==> src/rtl/debug_host_link_if.sv <==
// Byte/word side channels of the debug host link: program source,
// tx/rx byte handshakes and the assembled dump word.
interface debug_host_link_if #(
    parameter int WIDTH_WORD           = 8,
    parameter int LONGITUD_INSTRUCCION = 32,
    parameter int ADDR_LENGTH          = 10
);
    logic [ADDR_LENGTH-1:0]          o_prog_addr;
    logic [LONGITUD_INSTRUCCION-1:0] i_prog_data;
    logic                            o_tx_start;
    logic [WIDTH_WORD-1:0]           o_data_tx;
    logic                            i_tx_done;
    logic                            i_rx_done;
    logic [WIDTH_WORD-1:0]           i_data_rx;
    logic [LONGITUD_INSTRUCCION-1:0] o_word;
    logic                            o_word_valid;

    modport master (
        output o_prog_addr, o_tx_start, o_data_tx, o_word, o_word_valid,
        input  i_prog_data, i_tx_done, i_rx_done, i_data_rx
    );

    modport slave (
        input  o_prog_addr, o_tx_start, o_data_tx, o_word, o_word_valid,
        output i_prog_data, i_tx_done, i_rx_done, i_data_rx
    );
endinterface

==> src/rtl/debug_host_link.sv <==
// Host-side debug UART initiator: streams a program image, issues
// the run command, then assembles the dump into words.
module debug_host_link #(
    parameter int                    WIDTH_WORD           = 8,
    parameter int                    LONGITUD_INSTRUCCION = 32,
    parameter int                    ADDR_LENGTH          = 10,
    parameter logic [5:0]            HALT_OPCODE          = 6'd0,
    parameter logic [WIDTH_WORD-1:0] CMD_LOAD             = 8'h01,
    parameter logic [WIDTH_WORD-1:0] CMD_EXEC             = 8'h02,
    parameter int                    N_DUMP_WORDS         = 4,
    parameter int                    TIMEOUT_CYCLES       = 2000000
) (
    input  logic i_clock,
    input  logic i_reset,
    input  logic i_start,
    output logic o_busy,
    output logic o_done,
    output logic o_error,
    debug_host_link_if.master bus
);
    localparam int L     = LONGITUD_INSTRUCCION;
    localparam int W     = WIDTH_WORD;
    localparam int BYTES = L / W;
    localparam int BCW   = (BYTES > 1) ? $clog2(BYTES) : 1;
    localparam int WCW   = $clog2(N_DUMP_WORDS + 1);
    localparam int TCW   = $clog2(TIMEOUT_CYCLES + 1);

    localparam logic [BCW-1:0] LAST_BYTE = BCW'(BYTES - 1);
    localparam logic [WCW-1:0] LAST_WORD = WCW'(N_DUMP_WORDS - 1);
    localparam logic [TCW-1:0] TMO_LAST  = TCW'(TIMEOUT_CYCLES - 1);

    typedef enum logic [3:0] {
        IDLE, SEND_LOAD, FETCH, SEND_BYTE, WAIT_TX,
        SEND_EXEC, RECV, DONE, ERROR
    } state_t;

    // What the byte currently in flight was, so WAIT_TX knows where to go.
    typedef enum logic [1:0] {
        K_LOAD, K_DATA, K_EXEC
    } kind_t;

    state_t       state;
    kind_t        kind;
    logic [L-1:0] shift;
    logic [L-W-1:0] rx_shift;
    logic [L-1:0] rx_next;
    logic [BCW-1:0] byte_cnt;
    logic [WCW-1:0] word_cnt;
    logic [TCW-1:0] tmo;
    logic         fetch_wait;
    logic         halt;

    // Received byte enters at the LSB side, earlier bytes move up.
    always_comb begin
        rx_next = {rx_shift, bus.i_data_rx};
    end

    // Protocol sequencer with registered outputs.
    always_ff @(posedge i_clock or negedge i_reset) begin
        if (!i_reset) begin
            state            <= IDLE;
            kind             <= K_LOAD;
            shift            <= '0;
            rx_shift         <= '0;
            byte_cnt         <= '0;
            word_cnt         <= '0;
            tmo              <= '0;
            fetch_wait       <= 1'b0;
            halt             <= 1'b0;
            bus.o_prog_addr  <= '0;
            bus.o_tx_start   <= 1'b0;
            bus.o_data_tx    <= '0;
            bus.o_word       <= '0;
            bus.o_word_valid <= 1'b0;
            o_busy           <= 1'b0;
            o_done           <= 1'b0;
            o_error          <= 1'b0;
        end else begin
            bus.o_tx_start   <= 1'b0;
            bus.o_word_valid <= 1'b0;
            // Timeout only accumulates while waiting; any other cycle clears it.
            tmo              <= '0;
            unique case (state)
                IDLE, DONE, ERROR: begin
                    if (i_start) begin
                        state           <= SEND_LOAD;
                        bus.o_prog_addr <= '0;
                        byte_cnt        <= '0;
                        word_cnt        <= '0;
                        fetch_wait      <= 1'b0;
                        o_busy          <= 1'b1;
                        o_done          <= 1'b0;
                        o_error         <= 1'b0;
                    end
                end
                SEND_LOAD: begin
                    bus.o_tx_start <= 1'b1;
                    bus.o_data_tx  <= CMD_LOAD;
                    kind           <= K_LOAD;
                    state          <= WAIT_TX;
                end
                FETCH: begin
                    if (!fetch_wait) begin
                        fetch_wait <= 1'b1;
                    end else begin
                        fetch_wait <= 1'b0;
                        shift      <= bus.i_prog_data;
                        halt       <= (bus.i_prog_data[L-1 -: 6] == HALT_OPCODE);
                        byte_cnt   <= '0;
                        state      <= SEND_BYTE;
                    end
                end
                SEND_BYTE: begin
                    bus.o_tx_start <= 1'b1;
                    bus.o_data_tx  <= shift[L-1 -: W];
                    shift          <= shift << W;
                    kind           <= K_DATA;
                    state          <= WAIT_TX;
                end
                WAIT_TX: begin
                    if (bus.i_tx_done) begin
                        unique case (kind)
                            K_LOAD: begin
                                state <= FETCH;
                            end
                            K_EXEC: begin
                                byte_cnt <= '0;
                                word_cnt <= '0;
                                state    <= RECV;
                            end
                            default: begin
                                if (byte_cnt != LAST_BYTE) begin
                                    byte_cnt <= byte_cnt + 1'b1;
                                    state    <= SEND_BYTE;
                                end else if (halt) begin
                                    state <= SEND_EXEC;
                                end else if (&bus.o_prog_addr) begin
                                    o_error <= 1'b1;
                                    o_busy  <= 1'b0;
                                    state   <= ERROR;
                                end else begin
                                    bus.o_prog_addr <= bus.o_prog_addr + 1'b1;
                                    state           <= FETCH;
                                end
                            end
                        endcase
                    end else if (tmo == TMO_LAST) begin
                        o_error <= 1'b1;
                        o_busy  <= 1'b0;
                        state   <= ERROR;
                    end else begin
                        tmo <= tmo + 1'b1;
                    end
                end
                SEND_EXEC: begin
                    bus.o_tx_start <= 1'b1;
                    bus.o_data_tx  <= CMD_EXEC;
                    kind           <= K_EXEC;
                    state          <= WAIT_TX;
                end
                RECV: begin
                    if (bus.i_rx_done) begin
                        rx_shift <= rx_next[L-W-1:0];
                        if (byte_cnt == LAST_BYTE) begin
                            byte_cnt         <= '0;
                            bus.o_word       <= rx_next;
                            bus.o_word_valid <= 1'b1;
                            if (word_cnt == LAST_WORD) begin
                                o_done <= 1'b1;
                                o_busy <= 1'b0;
                                state  <= DONE;
                            end else begin
                                word_cnt <= word_cnt + 1'b1;
                            end
                        end else begin
                            byte_cnt <= byte_cnt + 1'b1;
                        end
                    end else if (tmo == TMO_LAST) begin
                        o_error <= 1'b1;
                        o_busy  <= 1'b0;
                        state   <= ERROR;
                    end else begin
                        tmo <= tmo + 1'b1;
                    end
                end
                default: begin
                    state <= IDLE;
                end
            endcase
        end
    end
endmodule
==> src/flat_wrapper.sv <==
// flat-port wrapper written by rule: the top's interface ports become plain ports
module debug_host_link_flat 
#(
    parameter int                    WIDTH_WORD           = 8,
    parameter int                    LONGITUD_INSTRUCCION = 32,
    parameter int                    ADDR_LENGTH          = 10,
    parameter logic [5:0]            HALT_OPCODE          = 6'd0,
    parameter logic [WIDTH_WORD-1:0] CMD_LOAD             = 8'h01,
    parameter logic [WIDTH_WORD-1:0] CMD_EXEC             = 8'h02,
    parameter int                    N_DUMP_WORDS         = 4,
    parameter int                    TIMEOUT_CYCLES       = 2000000
)
  (i_clock, i_reset, i_start, o_busy, o_done, o_error, bus_o_prog_addr, bus_o_tx_start, bus_o_data_tx, bus_o_word, bus_o_word_valid, bus_i_prog_data, bus_i_tx_done, bus_i_rx_done, bus_i_data_rx);
  debug_host_link_if #(.WIDTH_WORD(WIDTH_WORD), .LONGITUD_INSTRUCCION(LONGITUD_INSTRUCCION), .ADDR_LENGTH(ADDR_LENGTH)) bus_i ();
  input  logic i_clock;
  input  logic i_reset;
  input  logic i_start;
  output logic o_busy;
  output logic o_done;
  output logic o_error;
  output wire logic [$bits(bus_i.o_prog_addr)-1:0] bus_o_prog_addr;
  output wire logic [$bits(bus_i.o_tx_start)-1:0] bus_o_tx_start;
  output wire logic [$bits(bus_i.o_data_tx)-1:0] bus_o_data_tx;
  output wire logic [$bits(bus_i.o_word)-1:0] bus_o_word;
  output wire logic [$bits(bus_i.o_word_valid)-1:0] bus_o_word_valid;
  input wire logic [$bits(bus_i.i_prog_data)-1:0] bus_i_prog_data;
  input wire logic [$bits(bus_i.i_tx_done)-1:0] bus_i_tx_done;
  input wire logic [$bits(bus_i.i_rx_done)-1:0] bus_i_rx_done;
  input wire logic [$bits(bus_i.i_data_rx)-1:0] bus_i_data_rx;
  assign bus_o_prog_addr = bus_i.o_prog_addr;
  assign bus_o_tx_start = bus_i.o_tx_start;
  assign bus_o_data_tx = bus_i.o_data_tx;
  assign bus_o_word = bus_i.o_word;
  assign bus_o_word_valid = bus_i.o_word_valid;
  assign bus_i.i_prog_data = bus_i_prog_data;
  assign bus_i.i_tx_done = bus_i_tx_done;
  assign bus_i.i_rx_done = bus_i_rx_done;
  assign bus_i.i_data_rx = bus_i_data_rx;
  debug_host_link #(.WIDTH_WORD(WIDTH_WORD), .LONGITUD_INSTRUCCION(LONGITUD_INSTRUCCION), .ADDR_LENGTH(ADDR_LENGTH), .HALT_OPCODE(HALT_OPCODE), .CMD_LOAD(CMD_LOAD), .CMD_EXEC(CMD_EXEC), .N_DUMP_WORDS(N_DUMP_WORDS), .TIMEOUT_CYCLES(TIMEOUT_CYCLES)) u_core (.i_clock(i_clock), .i_reset(i_reset), .i_start(i_start), .o_busy(o_busy), .o_done(o_done), .o_error(o_error), .bus(bus_i));
endmodule
==> config.mk <==
export PLATFORM = sky130hd
export DESIGN_NAME = debug_host_link_flat
export DESIGN_NICKNAME = d
export VERILOG_FILES = /design/src/rtl/debug_host_link_if.sv /design/src/rtl/debug_host_link.sv /design/src/flat_wrapper.sv
export SDC_FILE = /design/constraint.sdc
export NUM_CORES = 1
export LEC_CHECK = 0
export CAP_MARGIN = 15
export CORE_MARGIN = 3
export CORE_UTILIZATION = 45
export DETAILED_ROUTE_END_ITERATION = 6
export PLACE_DENSITY = 0.68
export SLEW_MARGIN = 20
export SYNTH_ARGS = -nofsm -noshare
export SYNTH_HDL_FRONTEND = slang
export SYNTH_SLANG_ARGS = --single-unit
==> constraint.sdc <==
create_clock -name i_clock -period 2.05 [get_ports i_clock]
set_input_delay 0.615 -clock i_clock [delete_from_list [all_inputs] [get_ports i_clock]]
set_output_delay 0.615 -clock i_clock [all_outputs]
set_load 0.03 [all_outputs]
# Word level (Yosys, flattened, before mapping)
# Cells that the tools add are included.
op_classes:
  addsub: 4
  n_eq_ne: 34
  n_mux: 72
  reduce_logical: 26
ops:
  columns: ["cell", "count"]
  rows:
  - ["$pmux 32 s2", 1]
  - ["$mux 21", 3]
  - ["$mux 10", 6]
  - ["$pmux 21 s2", 1]
  - ["$mux 4", 10]
  - ["$mux 32", 1]
  - ["$reduce_and 7->1", 4]
  - ["$mux 1", 26]
  - ["$ne 2x2->1 const B", 12]
  - ["$pmux 8 s3", 1]
  - ["$add 21x1->21 const B", 1]
  - ["$eq 21x21->1 const B", 1]
  - ["$pmux 10 s2", 1]
  - ["$pmux 4 s5", 1]
  - ["$mux 3", 6]
  - ["$eq 4x3->1 const B", 4]
  - ["$mux 2", 6]
  - ["$ne 3x2->1 const B", 4]
  - ["$add 10x1->10 const B", 1]
  - ["$reduce_and 10->1", 1]
  - ["$ne 3x3->1 const B", 3]
  - ["$pmux 3 s3", 1]
  - ["$eq 4x2->1 const B", 2]
  - ["$pmux 2 s4", 1]
  - ["other kinds (25)", 38]
totals:
  word_cells: 153
  register_bits: 145
  input_bits: 45
  out_inout_bits: 55

# Logic depth before layout (Yosys ltp)
logic_depth:
  depth_word: 7
  ltp_mapped: 8
  mapped_depth_nobuf: 7

# Worst setup path before layout
# Ideal clock, no wire load.
synth_timing:
  kind: "input port to flip-flop"
  start: "input i_start"
  end: "register u_core.state[1]"
  required_ns: 1.926
  path_slack_ns: 0.063
  setup_time_ns: 0.124
  t_arrival_ns: 1.863
  cell_stages: 6
  path_buffers: 1
  cell_sequence: "buf_2 -> and3b_1 -> o21ai_2 -> o221ai_2 -> or3_1 -> o31a_1"
synth_via:
  elab_chain_cells: 2
synth_lines:
  columns: ["element", "line", "source"]
  rows:
  - ["start, declared", "flat_wrapper.sv:17", "input logic i_start;"]
  - ["$ne 2x2->1 (no line)", null, null]
  - ["$reduce_and 4->1 (no line)", null, null]
  - ["end signal, assigned", "debug_host_link.sv:61", "state <= IDLE;"]
  - ["end signal, assigned", "debug_host_link.sv:86", "state <= SEND_LOAD;"]
  - ["end signal, assigned", "debug_host_link.sv:100", "state <= WAIT_TX;"]
  - ["end, declared", "debug_host_link.sv:42", "state_t state;"]
# No other way between the ends.
# A chain may end at the register's enable or synchronous reset.

# Final worst setup path
layout_timing:
  start: "register u_core.state[3]"
  end: "register u_core.bus.o_prog_addr[7]"
layout_via:
  elab_chain_cells: 4
  elab_cells_between_ends: 14
  classes_between: "9 x eq/ne; 1 x mux; 4 x reduce/logical"
layout_lines:
  columns: ["element", "line", "source"]
  rows:
  - ["$eq 4x3->1 (tied with other cells)", "debug_host_link.sv:83", "unique case (state)"]
  - ["$reduce_or 3->1", "debug_host_link.sv:83", null]
  - ["$ne 2x2->1 (no line) / $reduce_bool 2->1 (equally long branches)", null, null]
  - ["$reduce_and 7->1 (no line)", null, null]
  - ["end signal, assigned", "debug_host_link.sv:142", "bus.o_prog_addr <= bus.o_prog_addr + 1'b1;"]
  - ["end, declared", "debug_host_link_if.sv:19", "output o_prog_addr, o_tx_start, o_data_tx, o_word, o_word_valid,"]
# Parallel ways exist; a longest one is shown, timed or not.

==> summary.txt <==
Worst setup path
  – Data arrival, critical path: 2340 ps
  – Critical Path RT: 2390 ps
  – Critical path origin: u_core.state[3]$_DFFE_PN0P_
  – Crit-path max FO: 12
  – CP startpoint kind: flip-flop
  – CP Capture Type: flip-flop
  – Critical path type: flip-flop to flip-flop
  – Reg2reg start: u_core.state[3]$_DFFE_PN0P_

Routing
  – Via/cell ratio: 5.40
  – DR vias: 5014
  – Routed WL: 14500 um
  – Detailed Routing Iterations Pass 1: 5
  – Routed len/inst: 15.6 um
  – Routed wl met3: 677 um
  – WL met1: 6540 um
  – DR top layer: met4
  – WL met2: 6980 um
  – DR DRC count: 0
  – ANT nets after route: 0
  – Initial DRC count: 279

Timing
  – Hold WS: 69.8 ps
  – F_max: 501 MHz
  – Minimum clock period: 2000 ps
  – Tcrit/Tclk final: 0.974
  – Slew HR: 0.709
  – Slew Limit Fails: 0
  – Skew final: 5.90 ps
  – Final number of setup-violating endpoints: 0
  – Fin. Hold Viols: 0
  – Least-Margin Pin Slew: 435 ps

CTS
  – Worst skew pair latency: 410 ps
  – Root buf cell: clkbuf_16
  – TritonCTS clock tree: built
  – Clock Tree Buf Depth: 2
  – Setup Buffers After CTS: 0
  – Clock sink count: 145
  – Cts bufs inserted: 17
  – Clk pin slew, worst setup/hold paths: 60 ps
  – Max H-tree Level: 4
  – Hold buffer count at cts: 0

Place
  – I/O Buffers: 99
  – GPL Wtd Cong: 0.808
  – Placement Cell Area: 8030 sq um
  – Dpl hpwl: 10500 um

Synth
  – Synth warn: 0
  – Post-synth top area share: 0.552
  – Mapped Area: 6580 sq um
  – Mapped Avg Cell Area: 10.9 sq um
  – Most used DFF post-synth: dfrtp_1
  – Net Count, Synth: 654
  – Synth unique cells: 60
  – Yosys reg bits: 145
  – Mapped Cells: 604
  – Asr flop ratio synth: 1.00
  – Sequential area share after synthesis: 0.552
  – Area leader, netlist: dfrtp_1
  – Area contributors post-synth: dfrtp_1 (55%), mux2_1 (9.1%), nor2_1 (4.7%), nand2_1 (3.5%), xnor2_1 (2.0%)
  – Top cells by count, synth: dfrtp_1 (145), nor2_1 (83), nand2_1 (62)
  – Cell with the most instances after synthesis: dfrtp_1
  – EDFF count, synth: 0

Power
  – Power share of the combinational group: 0.361
  – Pwr/cell area: 1400 nW/um^2
  – Int Pwr: 0.00781 W
  – Switching Fraction: 0.351
  – Seq pwr share: 0.369
  – Clock power frac: 0.270
  – Static leakage: 4.13 nW
  – Max VDD drop: 0.658 mV
  – Switch Pwr: 0.00423 W

Floorplanning
  – Die height: 127 um
  – Starting Density: 0.466
  – Die Width: 127 um
  – # IOs: 100
  – Die ar.: 16100 sq um
  – Core area: 14100 sq um
  – # rows: 43

Finish
  – Number of diodes: 0
  – Reg area: 3630 sq um
  – Share of cells above drive strength 1: 0.131
  – Final-layout fill cell count: 1206
  – Final net count: 785
  – Synth-to-layout area growth: 31.2%
  – Multi-input gate area: 2750 sq um
  – Design area: 8630 sq um

Run
  – Max cap viols: 0

GRT
  – Largest net degree at the start of global routing: 53
  – First-pass GRT wire length: 24700 um
  – Antenna violations before repair: 0
  – Number of global-route vias before repair: 5112
  – Gr usage total: 0.189
  – GR Overflow Total: 0

Hold path
  – Hold/Removal Path Class: input pin to async pin

Run status
  – Status: finished, final reports clean
-- cells in the final DEF, fill, tap and decap left out, drive strengths merged, types with 7 or more instances in the layout --
cell	instances
a21oi	16
a22o	7
a31oi	14
buf	45
clkbuf	21
clkdlybuf4s50	41
dfrtp	145
dlygate4sd2	55
inv	19
mux2	59
nand2	62
nand3	26
nor2	84
nor2b	8
nor3	12
o21ai	11
o22ai	19
or3	9
xnor2	15
-- final cells by class --
class,count,area share
Sequential cell,145,0.421
Timing Repair Buffer,143,0.155
Clock buffer,21,0.0522
Multi-Input combinational cell,412,0.319
Tap cell,180,0.0261
Clock inverter,11,0.0204
Inverter,16,0.00696
-- per-stage QoR --
stage / utilization / setup slack [ps] / cells / total power [W] / TNS [ps]
after global routing: 0.612 / -8.38 / 928 / 0.0128 / -8.38
after CTS: 0.609 / 10.2 / 927 / 0.0121 / 0
after global placement: 0.569 / -362 / 895 / 0.00882 / -9840
final: 0.612 / 53.9 / 928 / 0.0120 / 0
after detailed placement: 0.569 / -449 / 895 / 0.00902 / -12300
after floorplan: - / 62.7 / 604 / 0.00724 / 0
-- final timing paths --
kind | end | slack (ps) | depth (start not counted)
min in group i_clock | u_core.bus.o_word[27]$_DFFE_PN0P_ | 480 | 1
hold / removal | u_core.rx_shift[13]$_DFFE_PN0P_ | 70 | 1
setup / recovery | u_core.bus.o_prog_addr[7]$_DFFE_PN0P_ | 50 | 6
max in group asynchronous | u_core.state[0]$_DFFE_PN0P_ | 1410 | 2
setup reg to reg | u_core.bus.o_prog_addr[7]$_DFFE_PN0P_ | 50 | 6
hold reg to reg | u_core.bus.o_word[27]$_DFFE_PN0P_ | 480 | 1
-- logic make-up (layout without fill, tap and decap cells) --
kind of cell    Yosys count  count (layout)  synth area share
mux                      65              65             0.110
buf+inv                  48             191            0.0354
fa+ha+maj                 5               5           0.00951
flops                   145             145             0.552
simple gates            236             236             0.175
xor+xnor                 18              18            0.0240
compound gates           87              88            0.0936
-- state kept, by name (all words and copies together), names as in the netlist --
register,flops
u_core.o_done,1
u_core.halt,1
u_core.fetch_wait,1
u_core.state,4
u_core.bus.o_tx_start,1
u_core.tmo,21
u_core.word_cnt,3
u_core.o_busy,1
u_core.rx_shift,24
u_core.bus.o_prog_addr,10
u_core.shift,32
u_core.bus.o_data_tx,8
u_core.bus.o_word,32
u_core.byte_cnt,2
u_core.o_error,1
u_core.kind,2
u_core.bus.o_word_valid,1
-- layer usage --
metal  track usage  up-vias
met4        0.0726        0
li1              -     2383
met2         0.305      143
met5             0        -
met1         0.249     2463
met3        0.0429       25
-- critical path: stages (launching register included) --
cell and delay (ps):
dfrtp_1 370, buf_4 180, and4b_1 320, and2_1 270, o22ai_4 130, or4_1 500
a21oi_1 160
-- repair_timing --
action	4_1_cts	5_1_grt
gates resized for setup	56	6
setup endpoints to repair	56	5
pin swaps	0	2
gates cloned	0	1
-- power by group through the flow --
stage / clock network [W] / logic, W / registers, W
after global routing: 0.00343 / 0.00477 / 0.00458
final: 0.00326 / 0.00435 / 0.00444
after global placement: 0 / 0.00439 / 0.00444
after floorplan: 0 / 0.00237 / 0.00487
after detailed placement: 0 / 0.00452 / 0.00450
after CTS: 0.00333 / 0.00435 / 0.00444
(Power assumes the default switching activity.)
